--- src/rtl/frogger_pkg.sv ---
`default_nettype none
// ============================================================================
//  Module      : frogger_pkg
//  Description : Shared state encoding, default timing/lives constants and a
//                saturating level helper for the frogger game controller.
//  Revision    : 1.0  initial release
// ============================================================================
package frogger_pkg;

   // Encoded FSM state, also driven out on state_o
   typedef enum logic [2:0] {
      ST_IDLE     = 3'd0,
      ST_PLAY     = 3'd1,
      ST_DYING    = 3'd2,
      ST_WIN      = 3'd3,
      ST_GAMEOVER = 3'd4
   } state_t;

   localparam int unsigned C_STATE_W          = 3;
   localparam int unsigned C_TIMER_W          = 8;
   localparam int unsigned C_LIVES_INIT_DEF   = 3;
   localparam int unsigned C_DEATH_FRAMES_DEF = 60;
   localparam int unsigned C_GRACE_FRAMES_DEF = 30;
   localparam int unsigned C_WIN_FRAMES_DEF   = 45;
   localparam logic [3:0]  C_LEVEL_MAX        = 4'd15;

   // Next level, holding at the top level instead of wrapping to 0
   function automatic logic [3:0] level_inc(input logic [3:0] lvl);
      return (lvl == C_LEVEL_MAX) ? lvl : lvl + 4'd1;
   endfunction

endpackage
`default_nettype wire

--- src/rtl/game_ctrl_if.sv ---
`default_nettype none
// ============================================================================
//  Module      : game_ctrl_if
//  Description : Frame/button/collision inputs and status outputs of the
//                game controller. slave = controller, master = environment.
//  Revision    : 1.0  initial release
// ============================================================================
interface game_ctrl_if;
   logic       frame_tick;
   logic       start_btn;
   logic       collision_i;
   logic       frog_at_goal;
   logic       pseudo_o;
   logic       freeze_o;
   logic       respawn_o;
   logic [1:0] lives_o;
   logic [3:0] level_o;
   logic       game_over_o;
   logic [2:0] state_o;

   modport slave (
      input  frame_tick, start_btn, collision_i, frog_at_goal,
      output pseudo_o, freeze_o, respawn_o, lives_o, level_o, game_over_o, state_o
   );

   modport master (
      output frame_tick, start_btn, collision_i, frog_at_goal,
      input  pseudo_o, freeze_o, respawn_o, lives_o, level_o, game_over_o, state_o
   );
endinterface
`default_nettype wire

--- src/rtl/game_ctrl_frame_timer.sv ---
`default_nettype none
// ============================================================================
//  Module      : frame_timer
//  Description : Loadable down-counter stepped by frame ticks. Holds at zero;
//                done_o is high while the count is zero. Load beats tick.
//  Revision    : 1.0  initial release
// ============================================================================
module frame_timer #(
   parameter int unsigned WIDTH = 8
) (
   input  wire logic             clk,
   input  wire logic             rst,
   input  wire logic             load_i,
   input  wire logic [WIDTH-1:0] load_val_i,
   input  wire logic             tick_i,
   output logic                  done_o
);

   logic [WIDTH-1:0] count_d;
   logic [WIDTH-1:0] count_q;

   // Next count: reload, or step down on a tick without passing zero
   always_comb begin
      count_d = count_q;
      if (load_i) begin
         count_d = load_val_i;
      end else if (tick_i && (count_q != '0)) begin
         count_d = count_q - 1'b1;
      end
   end

   // Count register
   always_ff @(posedge clk) begin
      if (rst) begin
         count_q <= '0;
      end else begin
         count_q <= count_d;
      end
   end

   assign done_o = (count_q == '0);

endmodule
`default_nettype wire

--- src/rtl/game_ctrl.sv ---
`default_nettype none
// ============================================================================
//  Module      : game_ctrl
//  Description : Frogger game sequencer: start, grace period, collision and
//                goal handling, death/win pauses, lives and level tracking.
//  Revision    : 1.0  initial release
// ============================================================================
module game_ctrl
   import frogger_pkg::*;
#(
   parameter int unsigned LIVES_INIT   = C_LIVES_INIT_DEF,
   parameter int unsigned DEATH_FRAMES = C_DEATH_FRAMES_DEF,
   parameter int unsigned GRACE_FRAMES = C_GRACE_FRAMES_DEF,
   parameter int unsigned WIN_FRAMES   = C_WIN_FRAMES_DEF
) (
   input  wire logic    clk_in,
   input  wire logic    reset_in,
   game_ctrl_if.slave   bus
);

   localparam logic [1:0]           C_LIVES_LD = LIVES_INIT[1:0];
   localparam logic [C_TIMER_W-1:0] C_DEATH_LD = DEATH_FRAMES[C_TIMER_W-1:0];
   localparam logic [C_TIMER_W-1:0] C_GRACE_LD = GRACE_FRAMES[C_TIMER_W-1:0];
   localparam logic [C_TIMER_W-1:0] C_WIN_LD   = WIN_FRAMES[C_TIMER_W-1:0];

   state_t               state_d, state_q;
   logic [1:0]           lives_d, lives_q;
   logic [3:0]           level_d, level_q;
   logic                 respawn_d, respawn_q;
   logic                 armed_d, armed_q;
   logic                 grace_load;
   logic                 grace_done;
   logic                 pause_load;
   logic [C_TIMER_W-1:0] pause_val;
   logic                 pause_done;
   logic                 pseudo;

   // Collision checking only once the grace period after a PLAY entry is over
   assign pseudo = (state_q == ST_PLAY) && grace_done;

   // The checker answers one cycle after being enabled, so a hit only counts
   // when the enable was already high on the previous cycle
   assign armed_d = pseudo;

   frame_timer #(.WIDTH(C_TIMER_W)) u_grace (
      .clk        (clk_in),
      .rst        (reset_in),
      .load_i     (grace_load),
      .load_val_i (C_GRACE_LD),
      .tick_i     (bus.frame_tick),
      .done_o     (grace_done)
   );

   frame_timer #(.WIDTH(C_TIMER_W)) u_pause (
      .clk        (clk_in),
      .rst        (reset_in),
      .load_i     (pause_load),
      .load_val_i (pause_val),
      .tick_i     (bus.frame_tick),
      .done_o     (pause_done)
   );

   // Next-state, lives/level update and timer loads
   always_comb begin
      state_d    = state_q;
      lives_d    = lives_q;
      level_d    = level_q;
      respawn_d  = 1'b0;
      grace_load = 1'b0;
      pause_load = 1'b0;
      pause_val  = C_DEATH_LD;
      case (state_q)
         ST_IDLE, ST_GAMEOVER: begin
            if (bus.start_btn) begin
               state_d    = ST_PLAY;
               lives_d    = C_LIVES_LD;
               level_d    = 4'd0;
               respawn_d  = 1'b1;
               grace_load = 1'b1;
            end
         end
         ST_PLAY: begin
            // A qualified hit takes priority over reaching the goal
            if (armed_q && bus.collision_i) begin
               state_d    = ST_DYING;
               if (lives_q != 2'd0) begin
                  lives_d = lives_q - 2'd1;
               end
               pause_load = 1'b1;
               pause_val  = C_DEATH_LD;
            end else if (bus.frog_at_goal) begin
               state_d    = ST_WIN;
               level_d    = level_inc(level_q);
               pause_load = 1'b1;
               pause_val  = C_WIN_LD;
            end
         end
         ST_DYING: begin
            if (pause_done) begin
               if (lives_q == 2'd0) begin
                  state_d = ST_GAMEOVER;
               end else begin
                  state_d    = ST_PLAY;
                  respawn_d  = 1'b1;
                  grace_load = 1'b1;
               end
            end
         end
         ST_WIN: begin
            if (pause_done) begin
               state_d    = ST_PLAY;
               respawn_d  = 1'b1;
               grace_load = 1'b1;
            end
         end
         default: begin
            state_d = ST_IDLE;
         end
      endcase
   end

   // State and status registers
   always_ff @(posedge clk_in) begin
      if (reset_in) begin
         state_q   <= ST_IDLE;
         lives_q   <= 2'd0;
         level_q   <= 4'd0;
         respawn_q <= 1'b0;
         armed_q   <= 1'b0;
      end else begin
         state_q   <= state_d;
         lives_q   <= lives_d;
         level_q   <= level_d;
         respawn_q <= respawn_d;
         armed_q   <= armed_d;
      end
   end

   assign bus.pseudo_o    = pseudo;
   assign bus.freeze_o    = (state_q != ST_PLAY);
   assign bus.respawn_o   = respawn_q;
   assign bus.lives_o     = lives_q;
   assign bus.level_o     = level_q;
   assign bus.game_over_o = (state_q == ST_GAMEOVER);
   assign bus.state_o     = state_q;

endmodule
`default_nettype wire

--- src/flat_wrapper.sv ---
// flat-port wrapper written by rule: the top's interface ports become plain ports
module game_ctrl_flat import frogger_pkg::*;
#(
   parameter int unsigned LIVES_INIT   = C_LIVES_INIT_DEF,
   parameter int unsigned DEATH_FRAMES = C_DEATH_FRAMES_DEF,
   parameter int unsigned GRACE_FRAMES = C_GRACE_FRAMES_DEF,
   parameter int unsigned WIN_FRAMES   = C_WIN_FRAMES_DEF
)
  (clk_in, reset_in, bus_frame_tick, bus_start_btn, bus_collision_i, bus_frog_at_goal, bus_pseudo_o, bus_freeze_o, bus_respawn_o, bus_lives_o, bus_level_o, bus_game_over_o, bus_state_o);
  game_ctrl_if bus_i ();
  input  wire logic clk_in;
  input  wire logic reset_in;
  input wire logic [$bits(bus_i.frame_tick)-1:0] bus_frame_tick;
  input wire logic [$bits(bus_i.start_btn)-1:0] bus_start_btn;
  input wire logic [$bits(bus_i.collision_i)-1:0] bus_collision_i;
  input wire logic [$bits(bus_i.frog_at_goal)-1:0] bus_frog_at_goal;
  output wire logic [$bits(bus_i.pseudo_o)-1:0] bus_pseudo_o;
  output wire logic [$bits(bus_i.freeze_o)-1:0] bus_freeze_o;
  output wire logic [$bits(bus_i.respawn_o)-1:0] bus_respawn_o;
  output wire logic [$bits(bus_i.lives_o)-1:0] bus_lives_o;
  output wire logic [$bits(bus_i.level_o)-1:0] bus_level_o;
  output wire logic [$bits(bus_i.game_over_o)-1:0] bus_game_over_o;
  output wire logic [$bits(bus_i.state_o)-1:0] bus_state_o;
  assign bus_i.frame_tick = bus_frame_tick;
  assign bus_i.start_btn = bus_start_btn;
  assign bus_i.collision_i = bus_collision_i;
  assign bus_i.frog_at_goal = bus_frog_at_goal;
  assign bus_pseudo_o = bus_i.pseudo_o;
  assign bus_freeze_o = bus_i.freeze_o;
  assign bus_respawn_o = bus_i.respawn_o;
  assign bus_lives_o = bus_i.lives_o;
  assign bus_level_o = bus_i.level_o;
  assign bus_game_over_o = bus_i.game_over_o;
  assign bus_state_o = bus_i.state_o;
  game_ctrl #(.LIVES_INIT(LIVES_INIT), .DEATH_FRAMES(DEATH_FRAMES), .GRACE_FRAMES(GRACE_FRAMES), .WIN_FRAMES(WIN_FRAMES)) u_core (.clk_in(clk_in), .reset_in(reset_in), .bus(bus_i));
endmodule
--- config.mk ---
export PLATFORM = sky130hd
export DESIGN_NAME = game_ctrl_flat
export DESIGN_NICKNAME = d
export VERILOG_FILES = /design/src/rtl/frogger_pkg.sv /design/src/rtl/game_ctrl_if.sv /design/src/rtl/game_ctrl_frame_timer.sv /design/src/rtl/game_ctrl.sv /design/src/flat_wrapper.sv
export SDC_FILE = /design/constraint.sdc
export NUM_CORES = 1
export LEC_CHECK = 0
export BUFFER_PORTS_ARGS = -buffer_cell sky130_fd_sc_hd__buf_2
export CORE_ASPECT_RATIO = 1.75
export CORE_MARGIN = 2
export CORE_UTILIZATION = 56
export DETAILED_ROUTE_END_ITERATION = 10
export GPL_TIMING_DRIVEN = 0
export PLACE_DENSITY_LB_ADDON = 0.15
export SYNTH_ARGS = -nofsm -noshare
export SYNTH_HDL_FRONTEND = slang
export SYNTH_SLANG_ARGS = --single-unit
--- constraint.sdc ---
create_clock -name clk_in -period 2.5 [get_ports clk_in]
set_input_delay 0.125 -clock clk_in [delete_from_list [all_inputs] [get_ports clk_in]]
set_output_delay 0.125 -clock clk_in [all_outputs]
set_load 0.005 [all_outputs]
==> impl_results.md, run 1 <==
- Status: completed
- Iter 0 DRT Violations: 50
- N_diodes: 0
- Most instantiated cells after synthesis: 27 x dfxtp_1, 15 x nor2_1, 15 x nor3_1
- DR WL/cell: between 15 and 20 um
- DRC violation count after routing: 0
- Largest delay share family, worst path: compound AO/OA/AOI/OAI gates
- Hold_buf cts: 0
- CP cell instances: inv_1, ha_1, or3b_2, o21ai_0, mux2_2, a21oi_1
- CP peak stage delay: 0.48 ns
- CP Launch Type: register
- TritonCTS Buffers: 3
- Setup bufs post-CTS: 0
- Synth unique cells: 43
- CTS tree: done
- Post-synth EDFFs: 0
- Yosys top cell area share: about two fifths
- Maximum root-to-sink buffer count: 2
- GRT overflow: 0
- Synth area leader: dfxtp_1
- Clock Latency Late Sink: approximately 0.28 ns
- Fin Hold WS: slightly above 0.09 ns
- Fin nets: 190
- HP Class: in2reg
- CP max FO: 3
- Post-CTS resize count: 0
- Sequential area share after synthesis: just under 40%
- Fillers: roughly 200
- Cell Area, Synth: roughly 1400 um^2
- Fin crit share: approximately four fifths
- Detailed Routing Iterations Pass 1: 4
- Largest net degree at the start of global routing: 16
- GPL Wtd Cong: approximately 0.87
- Async SR Flop Fraction: 0%
- Synth top area cells: dfxtp_1 39%, nor3_1 5.4%, ha_1 4.5%
- Final hold viol count: 0
- Clock-pin slew on the worst setup and hold paths: ~0.09 ns
- Crit path DAT: 2.22 ns
- Layout cell share with drive strength beyond 1: around 18%
- Starting Density: 60.0%
- Slew Viols, Final: 0
- Antenna violations before repair: 0
- Core area: about 2300 um^2
- Maximum vdd drop: about 0.50 mV
- WP data required: between 2 and 3 ns
- Synth Area per Inst: 8.85 um^2
- Die width: ~42 um
- Fmax: 0.498 GHz
- Final non-filler cell total: 203
- Final TNS setup: 0 ns
- CP Buf/Inv Count: 1
- Die Area: around 2900 um^2
- Final setup viols: 0
- I/O Buffers: 18
- Gr usage total: 23.2%
- Max Cap Viol: 0
- Post-synth top flop: dfxtp_1
- Critical-path top delay cell: or3b_2
- Final Skew: ~0.0055 ns
- Post-Place Cells: ~200
- Detailed Place HPWL: 2390 um
- Drt via density: approximately 6
- First-pass GRT wire length: about 5300 um
- Cells after synthesis: roughly 160
- Area grow syn2layout: 12.1%
- WS Path Type: reg2reg
- Pwr Density: 989 nW/um^2
- Die height: about 70 um
- Most common cell in the netlist: dfxtp_1
- Flops & latches, synth: 27
- Pleak: around 0.6 nW
- Synthesized Nets: 167
- Unrepaired setup endpoints after global routing: false
- Vias in the first global route: 1,297
- YS warnings: 0
- CTS root buf: clkbuf_8
- I/O pins: 19
- Tmin final: 2.01 ns
- CTS sink cnt: 27
- Post-DRT Antenna Nets: 0
- Via count: 1,250
- # rows: 23
- Slew Limit Headroom: approximately three fifths
- CP Capture Type: register
- Worst Tran Pin Value: a little over 0.6 ns
- H-tree Lvls: 1
- Final WL: around 3100 um
[worst paths after layout]
path / start / end / slack [ns] / cells after the start
worst min register to register: u_core.bus.lives_o[0] / u_core.bus.lives_o[0] / 0.50 / 1
worst max register to register: u_core.u_grace.count_q[0] / u_core.u_grace.count_q[1] / 0.49 / 6
worst max-delay path: u_core.u_grace.count_q[0] / u_core.u_grace.count_q[1] / 0.49 / 6
worst min-delay path: reset_in / u_core.armed_q / 0.09 / 2
[cell families (layout without fill, tap and decap cells)]
kind of cell / Yosys count / count (layout) / share of synthesized area (%)
and+or+nand+nor: 72 / 72 / 29.5
AOI/OAI and AO/OA: 30 / 30 / 15.5
DFF: 27 / 27 / 39.1
buffers and inverters: 10 / 32 / 3.08
xor gates and xnor gates: 7 / 7 / 4.44
adders and majority gates: 5 / 5 / 4.53
muxes: 5 / 5 / 3.80
[placed cells by master (no fill, tap or decap), types with 2 or more instances in the layout]
| master | Yosys | routed |
|---|---|---|
| a211oi_1 | 4 | 4 |
| a21boi_0 | 2 | 2 |
| a21oi_1 | 8 | 8 |
| a31oi_1 | 6 | 6 |
| a32oi_1 | 2 | 2 |
| and2_1 | 3 | 3 |
| buf_2 | 0 | 18 |
| clkbuf_1 | 2 | 2 |
| clkbuf_8 | 0 | 3 |
| dfxtp_1 | 27 | 27 |
| ha_1 | 5 | 5 |
| inv_1 | 7 | 7 |
| mux2_2 | 2 | 2 |
| mux2i_1 | 3 | 3 |
| nand2_1 | 11 | 11 |
| nand3_1 | 3 | 3 |
| nand3b_1 | 2 | 2 |
| nor2_1 | 15 | 15 |
| nor2b_1 | 3 | 3 |
| nor3_1 | 15 | 15 |
| nor3b_1 | 5 | 5 |
| or3_1 | 2 | 2 |
| or4b_4 | 2 | 2 |
| xnor2_1 | 5 | 5 |
| xor2_1 | 2 | 2 |
[metal layers]
metal  up-vias  wire, um  GRT usage, %
met5         -         0             0
met4         0        91          14.7
met3        10        67          2.34
met2        27      1750          44.8
met1       596      1210          21.8
li1        617         -             -
[per-stage QoR]
step                cell area, um^2  setup slack [ns]  util [%]  power, mW
floorplan                      1380             0.692         -       1.12
global placement               1500             0.563      65.3       1.26
detailed placement             1500             0.489      65.3       1.28
CTS                            1550             0.469      67.3       1.53
global route                   1550             0.337      67.3       1.64
finish                         1550             0.492      67.3       1.53
[final cells by class]
class	count	area, um^2	area share [%]
Sequential cell	27	541	34.9
Multi-Input combinational cell	119	798	51.5
Buffer	3	16.3	1.05
Clock buffer	3	41.3	2.67
Tap cell	25	31.3	2.02
Clock inverter	1	5.00	0.323
Timing Repair Buffer	18	90.1	5.82
Inverter	7	26.3	1.70
[flip-flops by register name (all words and copies together), names as in the netlist]
register                flops
u_core.u_pause.count_q      8
u_core.bus.state_o          3
u_core.bus.respawn_o        1
u_core.bus.lives_o          2
u_core.u_grace.count_q      8
u_core.armed_q              1
u_core.bus.level_o          4
[where the power goes]
part	total [mW]	internal [mW]	leakage (nW)	switching [mW]
clock	0.252	0.112	0.0255	0.140
sequential	0.631	0.522	0.222	0.108
combinational	0.650	0.307	0.353	0.343
total	1.53	0.941	0.601	0.592
[worst reg2reg max path, delay by kind of cell (launching register included)]
family | cells | cell delay, ns
flops | 1 | 0.32
fa+ha+maj | 1 | 0.18
compound gates | 2 | 0.49
buf+inv | 1 | 0.11
simple gates | 1 | 0.48
mux | 1 | 0.38
No activity file was read; power rests on OpenSTA's default activity.
==> run 2: changes to the inputs <==
==> constraint.sdc (replaced) <==
create_clock -name clk_in -period 2.08 [get_ports clk_in]
set_input_delay 0.104 -clock clk_in [delete_from_list [all_inputs] [get_ports clk_in]]
set_output_delay 0.104 -clock clk_in [all_outputs]
set_load 0.005 [all_outputs]
==> run 2 against run 1 <==
Effect of this change: clock skew grew 0.0040 ns; clock-buffer cell count unchanged; combinational power increased by 21%; largest power group unchanged; maximum frequency up 5.4%; worst hold slack worse by 0.017 ns; sequential power up 20%; power rose by 21%; first-iteration DRC count decreased by 12%; via count barely moved.
==> impl_results.md, run 2 (synthesis gave the netlist of run 1 again) <==
- Status: completed (unchanged)
- Tmin final: 1.91 ns (was 2.01 ns)
- CTS root buf: clkbuf_8 (unchanged)
- Area grow syn2layout: 12.9% (was 12.1%)
- DRC violation count after routing: 0 (unchanged)
- Largest net degree at the start of global routing: 16 (unchanged)
- CP Capture Type: register (unchanged)
- I/O Buffers: 18 (unchanged)
- Dpl ws: 0.0689 ns (was 0.489 ns)
- Setup bufs post-CTS: 0 (unchanged)
- Fin crit share: 91.6% (was 80.3%)
- Final WL: 3090 um (was 3120 um)
- Die Area: 2900 um^2 (unchanged)
- Final TNS setup: 0 ns (unchanged)
- First-pass GRT wire length: 5330 um (unchanged)
- Fmax: 0.525 GHz (was 0.498 GHz)
- Clock-pin slew on the worst setup and hold paths: 0.10 ns (was 0.09 ns)
- Worst Tran Pin Value: 0.546 ns (was 0.612 ns)
- Met1 WL: 1200 um (was 1210 um)
- Final setup viols: 0 (unchanged)
- GRT overflow: 0 (unchanged)
- Die width: 41.5 um (unchanged)
- Via count: 1,251 (was 1,250)
- Max Used Layer: met4 (unchanged)
- Gr usage total: 23.2% (unchanged)
- Fillers: 194 (was 195)
- Maximum root-to-sink buffer count: 2 (unchanged)
- Iter 0 DRT Violations: 44 (was 50)
- Antenna violations before repair: 0 (unchanged)
- Post-Place Cells: 199 (unchanged)
- HP Class: in2reg (unchanged)
- Starting Density: 60.0% (unchanged)
- CTS tree: done (unchanged)
- Maximum vdd drop: 0.610 mV (was 0.505 mV)
- Slew Viols, Final: 0 (unchanged)
- Most frequent cells in the layout: 27 x dfxtp_1, 18 x buf_2, 15 x nor2_1, 15 x nor3_1, 11 x nand2_1 (unchanged)
- Worst Slack Setup Final: 0.174 ns (was 0.492 ns)
- Unrepaired setup endpoints after global routing: false (unchanged)
- Final Skew: 0.00955 ns (was 0.00550 ns)
- Routed length on met2: 1730 um (was 1750 um)
- Final non-filler cell total: 203 (unchanged)
- Detailed Place HPWL: 2390 um (unchanged)
- Crit path DAT: 2.11 ns (was 2.22 ns)
- Layout cell share with drive strength beyond 1: 19.1% (was 18.0%)
- CP Launch Type: register (unchanged)
- Fin nets: 190 (unchanged)
- H-tree Lvls: 1 (unchanged)
- CTS sink cnt: 27 (unchanged)
- Pleak: 0.607 nW (was 0.601 nW)
- Clock Latency Late Sink: 0.28 ns (about the same)
- WS Path Type: reg2reg (unchanged)
- Placed instance area: 1500 um^2 (unchanged)
- Max Cap Viol: 0 (unchanged)
- Most common cell after layout, fill and taps aside: dfxtp_1 (unchanged)
- Design Area, Final: 1560 um^2 (was 1550 um^2)
- N_diodes: 0 (unchanged)
- Met3 wire length: 92 um (was 67 um)
- # rows: 23 (unchanged)
- TritonCTS Buffers: 3 (unchanged)
- Core area: 2300 um^2 (unchanged)
- GPL Wtd Cong: 0.869 (unchanged)
- Vias in the first global route: 1,297 (unchanged)
- Slew Limit Headroom: 63.4% (was 59.1%)
- Post-DRT Antenna Nets: 0 (unchanged)
- Pwr Density: 1190 nW/um^2 (was 989 nW/um^2)
- CP max FO: 3 (unchanged)
- WP data required: 2.29 ns (was 2.71 ns)
- I/O pins: 19 (unchanged)
- DR WL/cell: 15.2 um (was 15.3 um)
- Drt via density: 6.16 (about the same)
- Die height: 69.7 um (unchanged)
- Final hold viol count: 0 (unchanged)
- Detailed Routing Iterations Pass 1: 4 (unchanged)
[run 2: cell counts in the layout (fill, tap and decap cells not counted)]
Identical to the previous run, type by type.
[run 2: area by class of cell]
cell class / count / area, um^2 / area share, %
Tap cell: 25 / 31.3 / 2.01
Buffer: 3 / 16.3 / 1.04
Sequential cell: 27 / 541 / 34.7
Multi-Input combinational cell: 119 / 808 / 51.8
Timing Repair Buffer: 18 / 90.1 / 5.78
Clock inverter: 1 / 5.00 / 0.321
Inverter: 7 / 26.3 / 1.69
Clock buffer: 3 / 41.3 / 2.65
[run 2: stage by stage]
stage	utilization (%)	hold WS [ns]	power, mW
global route	67.7	0.0790	1.98
finish	67.7	0.0755	1.85
CTS	67.3	0.0704	1.84
global placement	65.3	0.367	1.51
detailed placement	65.3	0.365	1.54
floorplan	-	0.182	1.35
[run 2: final timing paths]
check	startpoint	to	slack, ns	cells after the start
worst max-delay path	u_core.u_grace.count_q[0]	u_core.u_grace.count_q[1]	0.17	6
worst min-delay path	reset_in	u_core.armed_q	0.08	2
worst max register to register	u_core.u_grace.count_q[0]	u_core.u_grace.count_q[1]	0.17	6
worst min register to register	u_core.bus.lives_o[0]	u_core.bus.lives_o[0]	0.50	1
[run 2: repair_timing]
| item | in CTS | in global routing |
|---|---|---|
| gates resized for setup | 0 | 3 |
| hold buffers | 0 | 0 |
| setup endpoints to repair | 0 | 3 |
[run 2: power by group]
group,switching (mW),total [mW],internal (mW)
registers,0.132,0.760,0.628
clock network,0.168,0.302,0.134
logic,0.411,0.788,0.377
total,0.711,1.85,1.14
[run 2: critical path, cell delays in order (launching register included)]
cell and delay [ns]:
dfxtp_1 0.32, inv_1 0.11, ha_1 0.18, or3b_2 0.48
o21ai_1 0.26, mux2_2 0.36, a21oi_1 0.13
[run 2: layer usage]
metal  up-vias  global-route usage [%]
met1       594                    21.8
met3         8                    2.34
met4         0                    14.7
li1        620                       -
met5         -                       0
met2        29                    44.8
==> run 3: changes to the inputs <==
--- a/config.mk
+++ b/config.mk
@@ -5,10 +5,10 @@
 export SDC_FILE = /design/constraint.sdc
 export NUM_CORES = 1
 export LEC_CHECK = 0
-export BUFFER_PORTS_ARGS = -buffer_cell sky130_fd_sc_hd__buf_2
+export BUFFER_PORTS_ARGS = -buffer_cell sky130_fd_sc_hd__buf_4
 export CORE_ASPECT_RATIO = 1.75
 export CORE_MARGIN = 2
-export CORE_UTILIZATION = 56
+export CORE_UTILIZATION = 59
 export DETAILED_ROUTE_END_ITERATION = 10
 export GPL_TIMING_DRIVEN = 0
 export PLACE_DENSITY_LB_ADDON = 0.15
==> constraint.sdc (replaced) <==
create_clock -name clk_in -period 2.26 [get_ports clk_in]
set_input_delay 0.113 -clock clk_in [delete_from_list [all_inputs] [get_ports clk_in]]
set_output_delay 0.113 -clock clk_in [all_outputs]
set_load 0.005 [all_outputs]
==> run 3 against run 2 <==
Effect of this change: critical path depth is 1 lower; global-route usage is 5.2 points higher; via count is 5.8% higher; sequential cell count stayed put; register-to-register slack better by 0.04 ns; first-iteration DRC count is 41% higher; cell count stayed put; largest cell class unchanged; sequential share of layout area is 0.76 points lower; maximum frequency is 6.8% lower; setup slack better by 0.041 ns; clock skew is 0.0078 ns lower; largest power group unchanged.
==> impl_results.md, run 3 (synthesis gave the netlist of run 1 again) <==
- Status: completed (unchanged)
- Comb pwr share: 43.6% (was 42.6%)
- Crit path DAT: 2.21 ns (was 2.11 ns)
- Reg2Reg Setup Slack: 0.22 ns (was 0.17 ns)
- Final Skew: 0.00170 ns (was 0.00955 ns)
- Tmin final: 2.04 ns (was 1.91 ns)
- Clock-pin slew on the worst setup and hold paths: 0.09 ns (was 0.10 ns)
- Antenna violations before repair: 0 (unchanged)
- Most frequent cells in the layout: 27 x dfxtp_1, 18 x buf_4, 15 x nor2_1, 15 x nor3_1, 11 x nand2_1 (was 27 x dfxtp_1, 18 x buf_2, 15 x nor2_1, 15 x nor3_1, 11 x nand2_1)
- DR WL/cell: 17.1 um (was 15.2 um)
- HP Class: in2reg (unchanged)
- Drt via density: 6.52 (was 6.16)
- M3 GR Usage: 2.92% (was 2.34%)
- Slew Limit Headroom: 54.9% (was 63.4%)
- Final setup viols: 0 (unchanged)
- Final TNS setup: 0 ns (unchanged)
- Worst Tran Pin Value: 0.675 ns (was 0.546 ns)
- R2R cell count: 5 (was 6)
- Maximum vdd drop: 0.557 mV (was 0.610 mV)
- # rows: 23 (unchanged)
- Final WL: 3460 um (was 3090 um)
- Int Pwr: 1.06 mW (was 1.14 mW)
- Via count: 1,324 (was 1,251)
- Setup bufs post-CTS: 0 (unchanged)
- CTS sink cnt: 27 (unchanged)
- Core area: 2240 um^2 (was 2300 um^2)
- Fin nets: 190 (unchanged)
- Post-DRT Antenna Nets: 0 (unchanged)
- Grt peak-use layer: met2 (unchanged)
- Largest net degree at the start of global routing: 16 (unchanged)
- Starting Density: 61.5% (was 60.0%)
- First-pass GRT wire length: 5490 um (was 5330 um)
- Fillers: 184 (was 194)
- Vias in the first global route: 1,329 (was 1,297)
- Max Cap Viol: 0 (unchanged)
- N_diodes: 0 (unchanged)
- GR Util met2: 53.6% (was 44.8%)
- Sw Share: 39.1% (was 38.4%)
- Fmax: 0.489 GHz (was 0.525 GHz)
- DRC violation count after routing: 0 (unchanged)
- Power Total: 1.74 mW (was 1.85 mW)
- Psw: 679 uW (was 711 uW)
- CTS root buf: clkbuf_8 (unchanged)
- Gr usage total: 28.4% (was 23.2%)
- Maximum root-to-sink buffer count: 2 (unchanged)
- H-tree Lvls: 1 (unchanged)
- I/O pins: 19 (unchanged)
- Die height: 68.0 um (was 69.7 um)
- CTS tree: done (unchanged)
- Part of the power in registers: 40.7% (was 41.1%)
- CP Launch Type: register (unchanged)
- Area grow syn2layout: 15.4% (was 12.9%)
- Layout cell share with drive strength beyond 1: 18.0% (was 19.1%)
- Fin crit share: 90.5% (was 91.6%)
- CP max FO: 5 (was 3)
- Detailed Place HPWL: 2570 um (was 2390 um)
- Most common cell after layout, fill and taps aside: dfxtp_1 (unchanged)
- Pwr Density: 1090 nW/um^2 (was 1190 nW/um^2)
- WP data required: 2.43 ns (was 2.29 ns)
- Iter 0 DRT Violations: 62 (was 44)
- Min-Delay Path Depth: 2 (unchanged)
- I/O Buffers: 18 (unchanged)
- GR Util met1: 26.5% (was 21.8%)
- CP Capture Type: register (unchanged)
- Die width: 40.6 um (was 41.5 um)
- Slew Viols, Final: 0 (unchanged)
- TritonCTS Buffers: 3 (unchanged)
- Detailed Routing Iterations Pass 1: 4 (unchanged)
- Final hold viol count: 0 (unchanged)
- Post-CTS resize count: 0 (unchanged)
- Pleak: 0.607 nW (about the same)
- Hold_buf cts: 0 (unchanged)
- Clock Latency Late Sink: 0.27 ns (was 0.28 ns)
- GRT overflow: 0 (unchanged)
- Clock network fraction of total power: 15.7% (was 16.3%)
- Unrepaired setup endpoints after global routing: false (unchanged)
- GPL Wtd Cong: 0.850 (was 0.869)
- Die Area: 2760 um^2 (was 2900 um^2)
- WS Path Type: reg2reg (unchanged)
==> run 3: cell counts in the layout (fill, tap and decap cells not counted) <==
Identical to the previous run, type by type.
==> run 3: layout make-up <==
cell class | count | area (um^2) | area share, %
timing repair buffer | 18 | 135 | 8.48
tap | 25 | 31.3 | 1.96
clock buffer | 3 | 41.3 | 2.59
sequential | 27 | 541 | 33.9
inverter | 7 | 26.3 | 1.65
multi-input combinational | 119 | 798 | 50.1
buffer | 3 | 16.3 | 1.02
clock inverter | 1 | 5.00 | 0.314
==> run 3: path summary, 6_finish.rpt <==
kind | startpoint | to
worst max-delay path | u_core.u_pause.count_q[0] | u_core.u_pause.count_q[1]
worst min-delay path | reset_in | u_core.u_pause.count_q[0]
worst max register to register | u_core.u_pause.count_q[0] | u_core.u_pause.count_q[1]
worst min register to register | u_core.bus.lives_o[0] | u_core.bus.lives_o[0]
==> run 3: per-layer routing <==
layer	up-vias	wire length, um
li1	620	-
met1	637	1190
met2	46	2000
met3	21	106
met4	0	167
met5	-	0
==> run 3: stage by stage <==
step / instances / utilization, % / hold WS [ns] / setup slack, ns / instance area [um^2]
4_1_cts: 203 / 71.0 / 0.0513 / 0.234 / 1590
2_1_floorplan: 156 / - / 0.191 / 0.452 / 1380
5_1_grt: 203 / 71.0 / 0.0575 / 0.0599 / 1590
6_report: 203 / 71.0 / 0.0637 / 0.215 / 1590
3_3_place_gp: 199 / 69.0 / 0.336 / 0.353 / 1550
3_5_place_dp: 199 / 69.0 / 0.343 / 0.255 / 1550
==> run 3: worst max-delay path: stages (launching register included) <==
cell	delay (ns)
dfxtp_1	0.34
inv_1	0.07
ha_1	0.17
nor3b_1	0.58
a21boi_0	0.35
a2111oi_0	0.42
==> run 3: power by group through the flow <==
stage / Clock [mW] / Combinational [mW] / Sequential, mW
after detailed placement: 0 / 0.749 / 0.713
after floorplan: 0 / 0.562 / 0.682
after global placement: 0 / 0.699 / 0.704
after CTS: 0.276 / 0.754 / 0.702
final: 0.273 / 0.759 / 0.707
after global routing: 0.293 / 0.843 / 0.718
